**src/rtl/vc_classifier.sv**
```systemverilog
// Routes main-FIFO words to two VC FIFOs by a class bit and tracks
// their occupancy to drive hysteretic pause backpressure per VC.
module vc_classifier #(
    parameter int DATA_WIDTH = 6,
    parameter int CLASS_BIT  = 4,
    parameter int DEPTH      = 8,
    parameter int HIGH_TH    = 5,
    parameter int LOW_TH     = 2,
    localparam int OW        = $clog2(DEPTH + 1)
) (
    input  logic                  clk,
    input  logic                  reset,
    input  logic [DATA_WIDTH-1:0] data_in,
    input  logic                  valid_in,
    input  logic                  pop_vc0,
    input  logic                  pop_vc1,
    output logic [DATA_WIDTH-1:0] data_out_vc0,
    output logic [DATA_WIDTH-1:0] data_out_vc1,
    output logic                  push_vc0,
    output logic                  push_vc1,
    output logic                  pause_vc0,
    output logic                  pause_vc1,
    output logic [OW-1:0]         occ_vc0,
    output logic [OW-1:0]         occ_vc1,
    output logic                  overflow_err,
    output logic                  underflow_err
);

    typedef enum logic {
        RUN    = 1'b0,
        PAUSED = 1'b1
    } state_t;

    localparam logic [OW-1:0] FULL = OW'(DEPTH);
    localparam logic [OW:0]   HI   = (OW + 1)'(HIGH_TH);
    localparam logic [OW:0]   LO   = (OW + 1)'(LOW_TH);

    state_t                r_state     [2];
    state_t                w_state_nxt [2];
    logic [OW-1:0]         r_occ       [2];
    logic [OW-1:0]         w_occ_nxt   [2];
    logic [OW:0]           w_eff       [2];
    logic [DATA_WIDTH-1:0] r_data      [2];
    logic [1:0]            r_push;
    logic [1:0]            w_route;
    logic [1:0]            w_pop;
    logic [1:0]            w_push;
    logic [1:0]            w_ovf;
    logic [1:0]            w_unf;
    logic                  r_ovf;
    logic                  r_unf;

    // A full VC drops the word unless the consumer frees a slot this cycle.
    always_comb begin
        w_route = {valid_in & data_in[CLASS_BIT],
                   valid_in & ~data_in[CLASS_BIT]};
        w_pop   = {pop_vc1, pop_vc0};
        for (int v = 0; v < 2; v++) begin
            w_ovf[v]     = w_route[v] & ~w_pop[v] & (r_occ[v] == FULL);
            w_push[v]    = w_route[v] & ~w_ovf[v];
            w_unf[v]     = w_pop[v] & ~w_push[v] & (r_occ[v] == '0);
            w_occ_nxt[v] = r_occ[v];
            if (w_push[v] & ~w_pop[v])
                w_occ_nxt[v] = r_occ[v] + OW'(1);
            else if (w_pop[v] & ~w_push[v] & ~w_unf[v])
                w_occ_nxt[v] = r_occ[v] - OW'(1);
        end
    end

    always_ff @(posedge clk) begin
        if (reset) begin
            r_state[0] <= RUN;
            r_state[1] <= RUN;
        end else begin
            r_state[0] <= w_state_nxt[0];
            r_state[1] <= w_state_nxt[1];
        end
    end

    always_comb begin
        for (int v = 0; v < 2; v++) begin
            w_eff[v]       = {1'b0, r_occ[v]} + {{OW{1'b0}}, w_push[v]};
            w_state_nxt[v] = r_state[v];
            case (r_state[v])
                RUN:    if (w_eff[v] >= HI) w_state_nxt[v] = PAUSED;
                PAUSED: if (w_eff[v] <= LO) w_state_nxt[v] = RUN;
            endcase
        end
    end

    always_comb begin
        pause_vc0 = (r_state[0] == PAUSED);
        pause_vc1 = (r_state[1] == PAUSED);
    end

    always_ff @(posedge clk) begin
        if (reset) begin
            r_push <= '0;
            r_ovf  <= 1'b0;
            r_unf  <= 1'b0;
            for (int v = 0; v < 2; v++) begin
                r_occ[v]  <= '0;
                r_data[v] <= '0;
            end
        end else begin
            r_push <= w_push;
            r_ovf  <= r_ovf | (|w_ovf);
            r_unf  <= r_unf | (|w_unf);
            for (int v = 0; v < 2; v++) begin
                r_occ[v] <= w_occ_nxt[v];
                if (w_push[v])
                    r_data[v] <= data_in;
            end
        end
    end

    assign push_vc0      = r_push[0];
    assign push_vc1      = r_push[1];
    assign data_out_vc0  = r_data[0];
    assign data_out_vc1  = r_data[1];
    assign occ_vc0       = r_occ[0];
    assign occ_vc1       = r_occ[1];
    assign overflow_err  = r_ovf;
    assign underflow_err = r_unf;

endmodule
```
**config.mk**
```make
export PLATFORM = sky130hd
export DESIGN_NAME = vc_classifier
export DESIGN_NICKNAME = d
export VERILOG_FILES = /design/src/rtl/vc_classifier.sv
export SDC_FILE = /design/constraint.sdc
export NUM_CORES = 1
export LEC_CHECK = 0
export ABC_CLOCK_PERIOD_IN_PS = 2100
export CORE_MARGIN = 4
export CORE_UTILIZATION = 44
export CTS_CLUSTER_DIAMETER = 30
export DETAILED_ROUTE_END_ITERATION = 12
export HOLD_SLACK_MARGIN = 0.1
export PLACE_DENSITY = 0.75
export SYNTH_ARGS = -nofsm -noshare
export SYNTH_HDL_FRONTEND = slang
export SYNTH_SLANG_ARGS = --single-unit
```
**constraint.sdc**
```tcl
create_clock -name clk -period 2.1 [get_ports clk]
set_input_delay 0.42 -clock clk [delete_from_list [all_inputs] [get_ports clk]]
set_output_delay 0.42 -clock clk [all_outputs]
set_load 0.1 [all_outputs]
```
==> impl_metrics.env, run 1 <==
export IMPL_p_int_mw=1.11
export IMPL_worst_setup_path_start_kind="flop"
export IMPL_reg2reg_slack_ns=0.06
export IMPL_cts_tree="done"
export IMPL_power_density_nw_per_um2=1010
export IMPL_drive_gt1_share_pct=38.5
export IMPL_status="completed"
export IMPL_drc=0
export IMPL_reg2reg_from="r_occ[0][0]$_SDFFE_PP0P_"
export IMPL_slew_violations=0
export IMPL_dr_pass1_iters=4
export IMPL_hp_start="overflow_err$_SDFF_PP0_"
export IMPL_ios=37
export IMPL_netlist_instances=153
export IMPL_avgSynthCellArea_sq_um=9.90
export IMPL_routedWlPerCell_microns=15.2
export IMPL_hold_viol=0
export IMPL_worst_slack_ns=0.0612
export IMPL_whs_endpoint="overflow_err$_SDFF_PP0_"
export IMPL_synth_top_area_share_pct=23.8
export IMPL_swShare_pct=49.0
export IMPL_cts_sinks=26
export IMPL_ys_seq_area_share_pct=42.3
export IMPL_seq_area_sq_um=671
export IMPL_hold_buffers=0
export IMPL_cp_arrival_ns=2.28
export IMPL_r2r_cells=8
export IMPL_drt_total_wl_microns=3870
export IMPL_cts_htree_levels=1
export IMPL_synthTopCellsByArea="edfxtp_1 (24%), dfxtp_1 (18%), ha_1 (6.6%), nor2_1 (3.7%), a21oi_1 (3.6%)"
export IMPL_pwr_share_seq_pct=32.4
export IMPL_ir_drop_mv=0.522
export IMPL_yosys_cell_count_top_type="nor2_1"
export IMPL_die_w_microns=66.7
export IMPL_hold_path_cell_count=2
export IMPL_postSynth_asyncResetShare_pct=0
export IMPL_drtIter0Drc=95
export IMPL_grt_pass1_wl_microns=6200
export IMPL_vias=1410
export IMPL_critPathMaxFanout=3
export IMPL_maxSlewHeadroom_pct=70.7
export IMPL_endpoint_kind="flop"
export IMPL_antenna_found_initial=0
export IMPL_synth_area_sq_um=1520
export IMPL_clock_tree_buffer_depth=2
export IMPL_instances_no_fill=254
export IMPL_place_port_buffers=36
export IMPL_start_util_pct=45.4
export IMPL_ant_nets=0
export IMPL_setup_viol=0
export IMPL_core_sq_um=3340
export IMPL_hpwl_microns=2900
export IMPL_synth_common_cells="nor2_1 (15), dfxtp_1 (14), edfxtp_1 (12), a21oi_1 (11), o21ai_0 (9)"
export IMPL_critPathKind="reg -> reg"
export IMPL_fp_row_count=21
export IMPL_fmax_ghz=0.490
export IMPL_place_ws_ns=-0.370
export IMPL_clockRootBuffer="clkbuf_4"
export IMPL_grtUsageTotal_pct=18.2
export IMPL_min_path_type="reg -> reg"
export IMPL_nFillCells=258
export IMPL_worst_pin_slew_ns=0.434
export IMPL_clk_pin_slew_ns=0.13
export IMPL_maxCapViolations=0
export IMPL_rsz0062_at_grt="false"
export IMPL_grt_ovfl_total=0
export IMPL_ys_flop_type="dfxtp_1"
export IMPL_grt_pass1_vias=1354
export IMPL_synth_edff_count=12
export IMPL_p_leak_nw=0.925
export IMPL_die_y_microns=66.7
export IMPL_final_min_clock_period_ns=2.04
export IMPL_clk_latency_ns=0.31
export IMPL_numCtsBuffers=3
export IMPL_crit_required_ns=2.34
export IMPL_p_comb_share_pct=57.8
export IMPL_yosys_warnings=0
export IMPL_gp_congestion=0.861
export IMPL_pwr_share_clk_pct=9.8
export IMPL_final_nets=230
export IMPL_period_share_pct=97.1
export IMPL_power_switching_mw=1.06
export IMPL_grt_max_degree=19
export IMPL_dp_cells=248
export IMPL_syn_num_nets=174
export IMPL_synth_seq_cells=26
export IMPL_die_area_sq_um=4450
export IMPL_rr_endpoint="r_state[0][0]$_SDFF_PP0_"
export IMPL_diodes=0
export IMPL_syn2layout_area_growth_pct=42.2
export IMPL_synth_area_leader_cell="edfxtp_1"
export IMPL_setup_tns_final_ns=0
export IMPL_viasPerCell=5.55
export IMPL_synth_distinct_cells=37
export IMPL_multi_input_area_sq_um=925
export IMPL_totalPowerFinal_mw=2.17
export IMPL_clock_skew_ns=0.00408
## power groups by stage
| stage | Clock, mW | Sequential [mW] | Combinational [mW] |
|---|---|---|---|
| global route | 0.249 | 0.714 | 1.33 |
| floorplan | 0 | 1.23 | 0.406 |
| detailed placement | 0 | 0.718 | 1.18 |
| global placement | 0 | 0.712 | 1.16 |
| CTS | 0.226 | 0.708 | 1.19 |
| finish | 0.213 | 0.704 | 1.26 |
## worst max path at each step
stage / slack (ns) / cells past startpoint / endpoint / startpoint
floorplan: -0.06 / 8 / r_occ[0][3]$_SDFFE_PP0P_ / r_occ[0][2]$_SDFFE_PP0P_
global placement: -0.33 / 8 / r_occ[0][7]$_SDFFE_PP0P_ / valid_in
detailed placement: -0.37 / 7 / r_occ[0][5]$_SDFFE_PP0P_ / valid_in
CTS: 0.002 / 7 / r_occ[0][5]$_SDFFE_PP0P_ / pop_vc1
global route: 0.002 / 9 / r_state[0][1]$_SDFF_PP0_ / r_occ[0][6]$_SDFFE_PP0P_
finish: 0.06 / 8 / r_state[0][0]$_SDFF_PP0_ / r_occ[0][0]$_SDFFE_PP0P_
## critical path: stages (launching register included)
cell and delay, ns:
dfxtp_4 0.36, or4b_4 0.57, o21ai_2 0.15, inv_1 0.06
ha_1 0.20, ha_2 0.19, xor2_1 0.16, o21ai_1 0.10
a31oi_1 0.18
## registers in the layout (all words and copies together) (netlist names)
signal         count
underflow_err      1
r_data            12
r_push             2
overflow_err       1
r_state            2
r_occ              8
## cells in the final DEF, fill, tap and decap left out, types with 2 or more instances in the layout
master	n
xnor2_2	2
inv_1	3
dfxtp_1	6
nor2b_1	2
nand2b_1	5
nor2_1	14
o22ai_1	2
edfxtp_1	12
o21a_1	2
o41ai_1	2
clkbuf_4	3
dlymetal6s2s_1	2
and3_1	5
dfxtp_4	8
a31oi_1	4
a21oi_1	9
o32a_1	2
nor3_1	6
o21ai_0	5
buf_4	48
a21oi_2	2
nand2_1	6
o21ai_1	3
mux4_2	2
a221oi_1	3
and2_1	4
clkdlybuf4s50_1	7
a21o_1	2
nand3_1	2
ha_1	6
xnor2_1	3
nand3b_1	4
## stage by stage
stage	instance area [sq um]	hold slack, ns	util, %
after floorplan	1590	0.601	-
after global placement	2050	0.475	61.6
after detailed placement	2050	0.489	61.6
after CTS	2080	0.524	62.5
after global routing	2150	0.560	64.6
final	2150	0.515	64.6
## cell families (layout without fill, tap and decap cells)
kind of cell	after synthesis	count (layout)	synth area share [%]
flops	26	26	42.3
simple gates	60	60	22.6
mux	4	4	4.38
fa+ha+maj	10	10	9.25
compound gates	37	37	15.3
buf+inv	10	65	2.72
xor+xnor	6	6	3.47
## routing by layer
metal | track usage, % | up-vias | share of wire (%)
met5 | 0 | - | 0
met4 | 4.57 | 0 | 1.9
met3 | 2.53 | 10 | 6.2
met2 | 32.3 | 57 | 49
met1 | 23.2 | 658 | 43
li1 | - | 685 | -
## layout make-up
| cell class | instances | area share, % |
|---|---|---|
| well taps | 46 | 2.67 |
| clock buffers | 4 | 1.22 |
| repair buffers | 58 | 21.5 |
| inverters | 3 | 0.523 |
| multi-input cells | 117 | 42.9 |
| flip-flops and latches | 26 | 31.1 |
## repair_timing
item | 4_1_cts | 5_1_grt
gates resized for setup | 3 | 13
setup endpoints to repair | 3 | 7
pin swaps | 0 | 6
setup buffers | 0 | 2
(Power assumes the default switching activity.)
==> run 2, diff against run 1 <==
- CORE_MARGIN: 4 -> unset
- CORE_UTILIZATION: 44 -> 30
- PLACE_DENSITY: 0.75 -> unset
==> run 2 against run 1 <==
  * Design area grew 2.0%
  * Clock power grew 33%
  * Non-clock buffer count grew 3
  * Power grew 2.3%
  * Via count shrank 0.99%
  * Sequential cell count is the same
  * Count of clock-buffer cells in the layout shrank 1
  * Wire length grew 3.7%
  * Fmax is essentially flat
  * Combinational power is essentially flat
  * Highest routed layer unchanged
==> impl_metrics.env, run 2 (same netlist as run 1, synthesis figures left out) <==
export IMPL_worst_setup_path_start_kind="flop"
export IMPL_dr_pass1_iters=4
export IMPL_ios=37
export IMPL_fp_row_count=25
export IMPL_clock_tree_buffer_depth=2
export IMPL_period_share_pct=97.1
export IMPL_hold_viol=0
export IMPL_clk_latency_ns=0.27
export IMPL_top_register="r_data"
export IMPL_die_y_microns=73.1
export IMPL_p_leak_nw=0.935
export IMPL_final_min_clock_period_ns=2.04
export IMPL_drc=0
export IMPL_largest_reg_flops=12
export IMPL_worst_pin_slew_ns=0.451
export IMPL_cts_tree="done"
export IMPL_status="completed"
export IMPL_critPathMaxFanout=3
export IMPL_grt_max_degree=18
export IMPL_path_delay_family="simple AND/OR/NAND/NOR gates"
export IMPL_viasPerCell=5.04
export IMPL_start_util_pct=31.7
export IMPL_critPathKind="reg -> reg"
export IMPL_clk_pin_slew_ns=0.09
export IMPL_grt_ovfl_total=0
export IMPL_power_density_nw_per_um2=1010
export IMPL_ir_drop_mv=0.457
export IMPL_cts_htree_levels=1
export IMPL_drtIter0Drc=40
export IMPL_numCtsBuffers=3
export IMPL_syn2layout_area_growth_pct=45.1
export IMPL_layout_common_cells="buf_4 (51), nor2_1 (14), edfxtp_1 (12)"
export IMPL_worst_slack_ns=0.0602
export IMPL_maxCapViolations=0
export IMPL_endpoint_kind="flop"
export IMPL_place_ws_ns=-0.397
export IMPL_critical_path_buf_inv_count=0
export IMPL_reg_top3="r_data: 12 flops, r_occ: 8 flops"
export IMPL_ant_nets=0
export IMPL_final_nets=233
export IMPL_clockRootBuffer="clkbuf_8"
export IMPL_cts_sinks=26
export IMPL_die_w_microns=73.1
export IMPL_hpwl_microns=2980
export IMPL_clock_skew_ns=0.00548
export IMPL_crit_required_ns=2.31
export IMPL_max_stage_delay_ns=0.57
export IMPL_fin_util_pct=45.9
export IMPL_fmax_ghz=0.490
export IMPL_dpl_cell_area_sq_um=2080
export IMPL_routedWlPerCell_microns=14.5
export IMPL_grtUsageTotal_pct=16.0
export IMPL_drive_gt1_share_pct=38.6
export IMPL_cp_arrival_ns=2.25
export IMPL_antenna_found_initial=0
export IMPL_gp_congestion=0.726
export IMPL_setup_viol=0
export IMPL_drt_total_wl_microns=4010
export IMPL_place_port_buffers=36
export IMPL_grt_pass1_wl_microns=6390
export IMPL_grt_pass1_vias=1353
export IMPL_hold_buffers=0
export IMPL_cp_cell_sequence="or4b_4, nand2_2, ha_1, a21o_1, a21oi_2, mux4_2, nor2_1"
export IMPL_die_area_sq_um=5340
export IMPL_core_sq_um=4790
export IMPL_vias=1396
export IMPL_crit_path_top_delay_cell="or4b_4"
export IMPL_maxSlewHeadroom_pct=69.5
export IMPL_totalPowerFinal_mw=2.22
export IMPL_diodes=0
export IMPL_final_common_cell="buf_4"
export IMPL_final_area_sq_um=2200
export IMPL_min_path_type="reg -> reg"
export IMPL_slew_violations=0
==> run 2: through the flow <==
step	instances	hold WS, ns	setup TNS, ns
floorplan	153	0.601	-0.122
global placement	269	0.494	-2.02
detailed placement	269	0.481	-2.45
CTS	273	0.519	-0.0215
global route	277	0.546	-0.00376
finish	277	0.534	0
==> run 2: cell type report <==
type | count | area (sq um)
flip-flops and latches | 26 | 671
repair buffers | 61 | 487
well taps | 67 | 83.8
fillers | 454 | 2590
clock buffers | 3 | 41.3
inverters | 3 | 11.3
multi-input cells | 117 | 905
==> run 2: final timing paths <==
check | startpoint | to | slack, ns | depth (start not counted)
worst max-delay path | r_occ[0][2]$_SDFFE_PP0P_ | r_occ[0][3]$_SDFFE_PP0P_ | 0.06 | 7
worst min-delay path | overflow_err$_SDFF_PP0_ | overflow_err$_SDFF_PP0_ | 0.53 | 2
worst max register to register | r_occ[0][2]$_SDFFE_PP0P_ | r_occ[0][3]$_SDFFE_PP0P_ | 0.06 | 7
worst min register to register | overflow_err$_SDFF_PP0_ | overflow_err$_SDFF_PP0_ | 0.53 | 2
==> run 2: timing repair <==
item	in CTS	in global routing
endpoints found under the setup margin	6	8
pin swaps	2	6
resized for setup	4	8
buffers inserted	1	4
==> run 2: where the power goes <==
group / switching (mW) / internal (mW) / leakage, nW
clock network: 0.156 / 0.129 / 0.0216
logic: 0.831 / 0.409 / 0.666
registers: 0.0804 / 0.620 / 0.248
total: 1.07 / 1.16 / 0.935
==> run 2: routing by layer <==
layer / vias up / GRT usage [%] / part of all wire [%]
li1: 687 / - / -
met1: 679 / 19.4 / 43
met2: 26 / 28.8 / 53
met3: 4 / 1.80 / 2.9
met4: 0 / 5.88 / 1.0
met5: - / 0 / 0
==> run 2: worst reg2reg max path, delay by kind of cell (launching register included) <==
| kind | cells | cell delay (ns) |
|---|---|---|
| and+or+nand+nor | 3 | 0.77 |
| adders and majority gates | 1 | 0.23 |
| muxes | 1 | 0.29 |
| AOI/OAI and AO/OA | 2 | 0.33 |
| DFF | 1 | 0.35 |
==> run 3, diff against run 2 <==
- CORE_ASPECT_RATIO: unset -> 2
- CORE_MARGIN: unset -> 5
==> run 3 against run 2 <==
  * Global-route usage shrank 2.6 points
  * Sequential cell count is the same
  * Combinational power barely moved
  * Wire length up 2.2%
  * Core utilization fell by 1.6 points
  * Clock power up 50%
==> impl_metrics.env, run 3 (same netlist as run 1, synthesis figures left out) <==
export IMPL_seq_area_sq_um=671
export IMPL_dpl_cell_area_sq_um=2080
export IMPL_grt_max_degree=16
export IMPL_gp_congestion=0.853
export IMPL_largest_reg_flops=12
export IMPL_status="completed"
export IMPL_path_delay_family="simple AND/OR/NAND/NOR gates"
export IMPL_diodes=0
export IMPL_setup_tns_final_ns=0
export IMPL_die_y_microns=111
export IMPL_clockRootBuffer="clkbuf_8"
export IMPL_worst_slack_ns=0.0838
export IMPL_critPathKind="reg -> reg"
export IMPL_totalPowerFinal_mw=2.35
export IMPL_drt_total_wl_microns=4100
export IMPL_viasPerCell=5.14
export IMPL_clock_skew_ns=0.00538
export IMPL_dr_pass1_iters=4
export IMPL_die_area_sq_um=6660
export IMPL_hpwl_microns=3240
export IMPL_holdWs_ns=0.546
export IMPL_top_register="r_data"
export IMPL_clk_latency_ns=0.28
export IMPL_syn2layout_area_growth_pct=43.8
export IMPL_cp_cell_sequence="or4b_4, nand2_4, ha_1, a21o_1, a21oi_2, mux4_2, nor2_1"
export IMPL_grtUsageTotal_pct=13.4
export IMPL_grt_pass1_wl_microns=6860
export IMPL_cp_arrival_ns=2.23
export IMPL_hold_viol=0
export IMPL_final_min_clock_period_ns=2.02
export IMPL_grt_ovfl_total=0
export IMPL_fmax_ghz=0.496
export IMPL_period_share_pct=96.0
export IMPL_rsz0062_at_grt="true"
export IMPL_cts_sinks=26
export IMPL_met1_length_microns=1500
export IMPL_place_ws_ns=-0.372
export IMPL_start_util_pct=30.9
export IMPL_maxSlewHeadroom_pct=67.6
export IMPL_worst_setup_path_start_kind="flop"
export IMPL_final_nets=230
export IMPL_die_w_microns=60.3
export IMPL_drive_gt1_share_pct=37.5
export IMPL_maxCapViolations=0
export IMPL_routedWlPerCell_microns=15.5
export IMPL_instances_no_fill=265
export IMPL_fin_util_pct=44.4
export IMPL_grt_pass1_vias=1449
export IMPL_dr_wl_met3_microns=143
export IMPL_reg_top3="r_data: 12 flops, r_occ: 8 flops"
export IMPL_crit_required_ns=2.31
export IMPL_multi_input_area_sq_um=897
export IMPL_power_density_nw_per_um2=1080
export IMPL_cts_htree_levels=1
export IMPL_clock_tree_buffer_depth=2
export IMPL_clk_pin_slew_ns=0.10
export IMPL_ir_drop_mv=0.609
export IMPL_antenna_found_initial=0
export IMPL_final_area_sq_um=2180
export IMPL_layout_common_cells="buf_4 (48), nor2_1 (14), edfxtp_1 (12)"
export IMPL_endpoint_kind="flop"
export IMPL_place_port_buffers=36
export IMPL_fp_row_count=36
export IMPL_ant_nets=0
export IMPL_setup_viol=0
export IMPL_critical_path_buf_inv_count=0
export IMPL_drtIter0Drc=32
export IMPL_nFillCells=496
export IMPL_dp_cells=260
export IMPL_p_leak_nw=0.916
export IMPL_final_common_cell="buf_4"
export IMPL_max_stage_delay_ns=0.58
export IMPL_numCtsBuffers=3
export IMPL_crit_path_top_delay_cell="or4b_4"
export IMPL_vias=1363
export IMPL_hold_buffers=0
export IMPL_ios=37
export IMPL_cts_tree="done"
export IMPL_top_layer_used="met4"
export IMPL_met2_length_microns=2330
export IMPL_min_path_type="reg -> reg"
export IMPL_critPathMaxFanout=3
export IMPL_core_sq_um=4910
export IMPL_slew_violations=0
export IMPL_worst_pin_slew_ns=0.480
export IMPL_drc=0
run 3: cell count changes in the layout (fill, tap and decap cells not counted), sizes merged:
cell          change
dlygate4sd2       +2
dlymetal6s2s      -2
bufinv            +1
buf               -3
run 3: path summary, 6_finish.rpt:
check / slack (ns) / start / depth (start not counted) / to
max: 0.08 / r_occ[0][2]$_SDFFE_PP0P_ / 7 / r_occ[0][3]$_SDFFE_PP0P_
min: 0.55 / overflow_err$_SDFF_PP0_ / 2 / overflow_err$_SDFF_PP0_
min reg2reg: 0.55 / overflow_err$_SDFF_PP0_ / 2 / overflow_err$_SDFF_PP0_
max reg2reg: 0.08 / r_occ[0][2]$_SDFFE_PP0P_ / 7 / r_occ[0][3]$_SDFFE_PP0P_
run 3: per-layer routing:
metal,vias to the layer above,global-route usage [%]
li1,679,-
met5,-,0
met3,9,1.52
met2,30,24.2
met1,645,14.3
met4,0,6.66
run 3: final cells by class:
cell class | count | share of cell area (%)
inverters | 3 | 0.517
repair buffers | 58 | 21.0
clock buffers | 3 | 1.90
well taps | 57 | 3.27
clock inverters | 1 | 1.38
multi-input cells | 117 | 41.2
flip-flops and latches | 26 | 30.8
run 3: repair_timing:
item                                    CTS  global route
endpoints found under the setup margin    4             4
resized for setup                         5             6
pin swaps                                 2             3
buffers inserted                          1             0
cloned                                    0             0
run 3: power breakdown:
part	internal (mW)	switching (mW)	leakage [nW]
Clock	0.255	0.171	0.0357
Combinational	0.397	0.820	0.633
Sequential	0.620	0.0912	0.248
run 3: worst reg2reg max path: cells and delay by family (launching register included):
kind | cells | cell delay, ns
AOI/OAI and AO/OA | 2 | 0.33
adders and majority gates | 1 | 0.22
DFF | 1 | 0.35
muxes | 1 | 0.29
and+or+nand+nor | 3 | 0.77
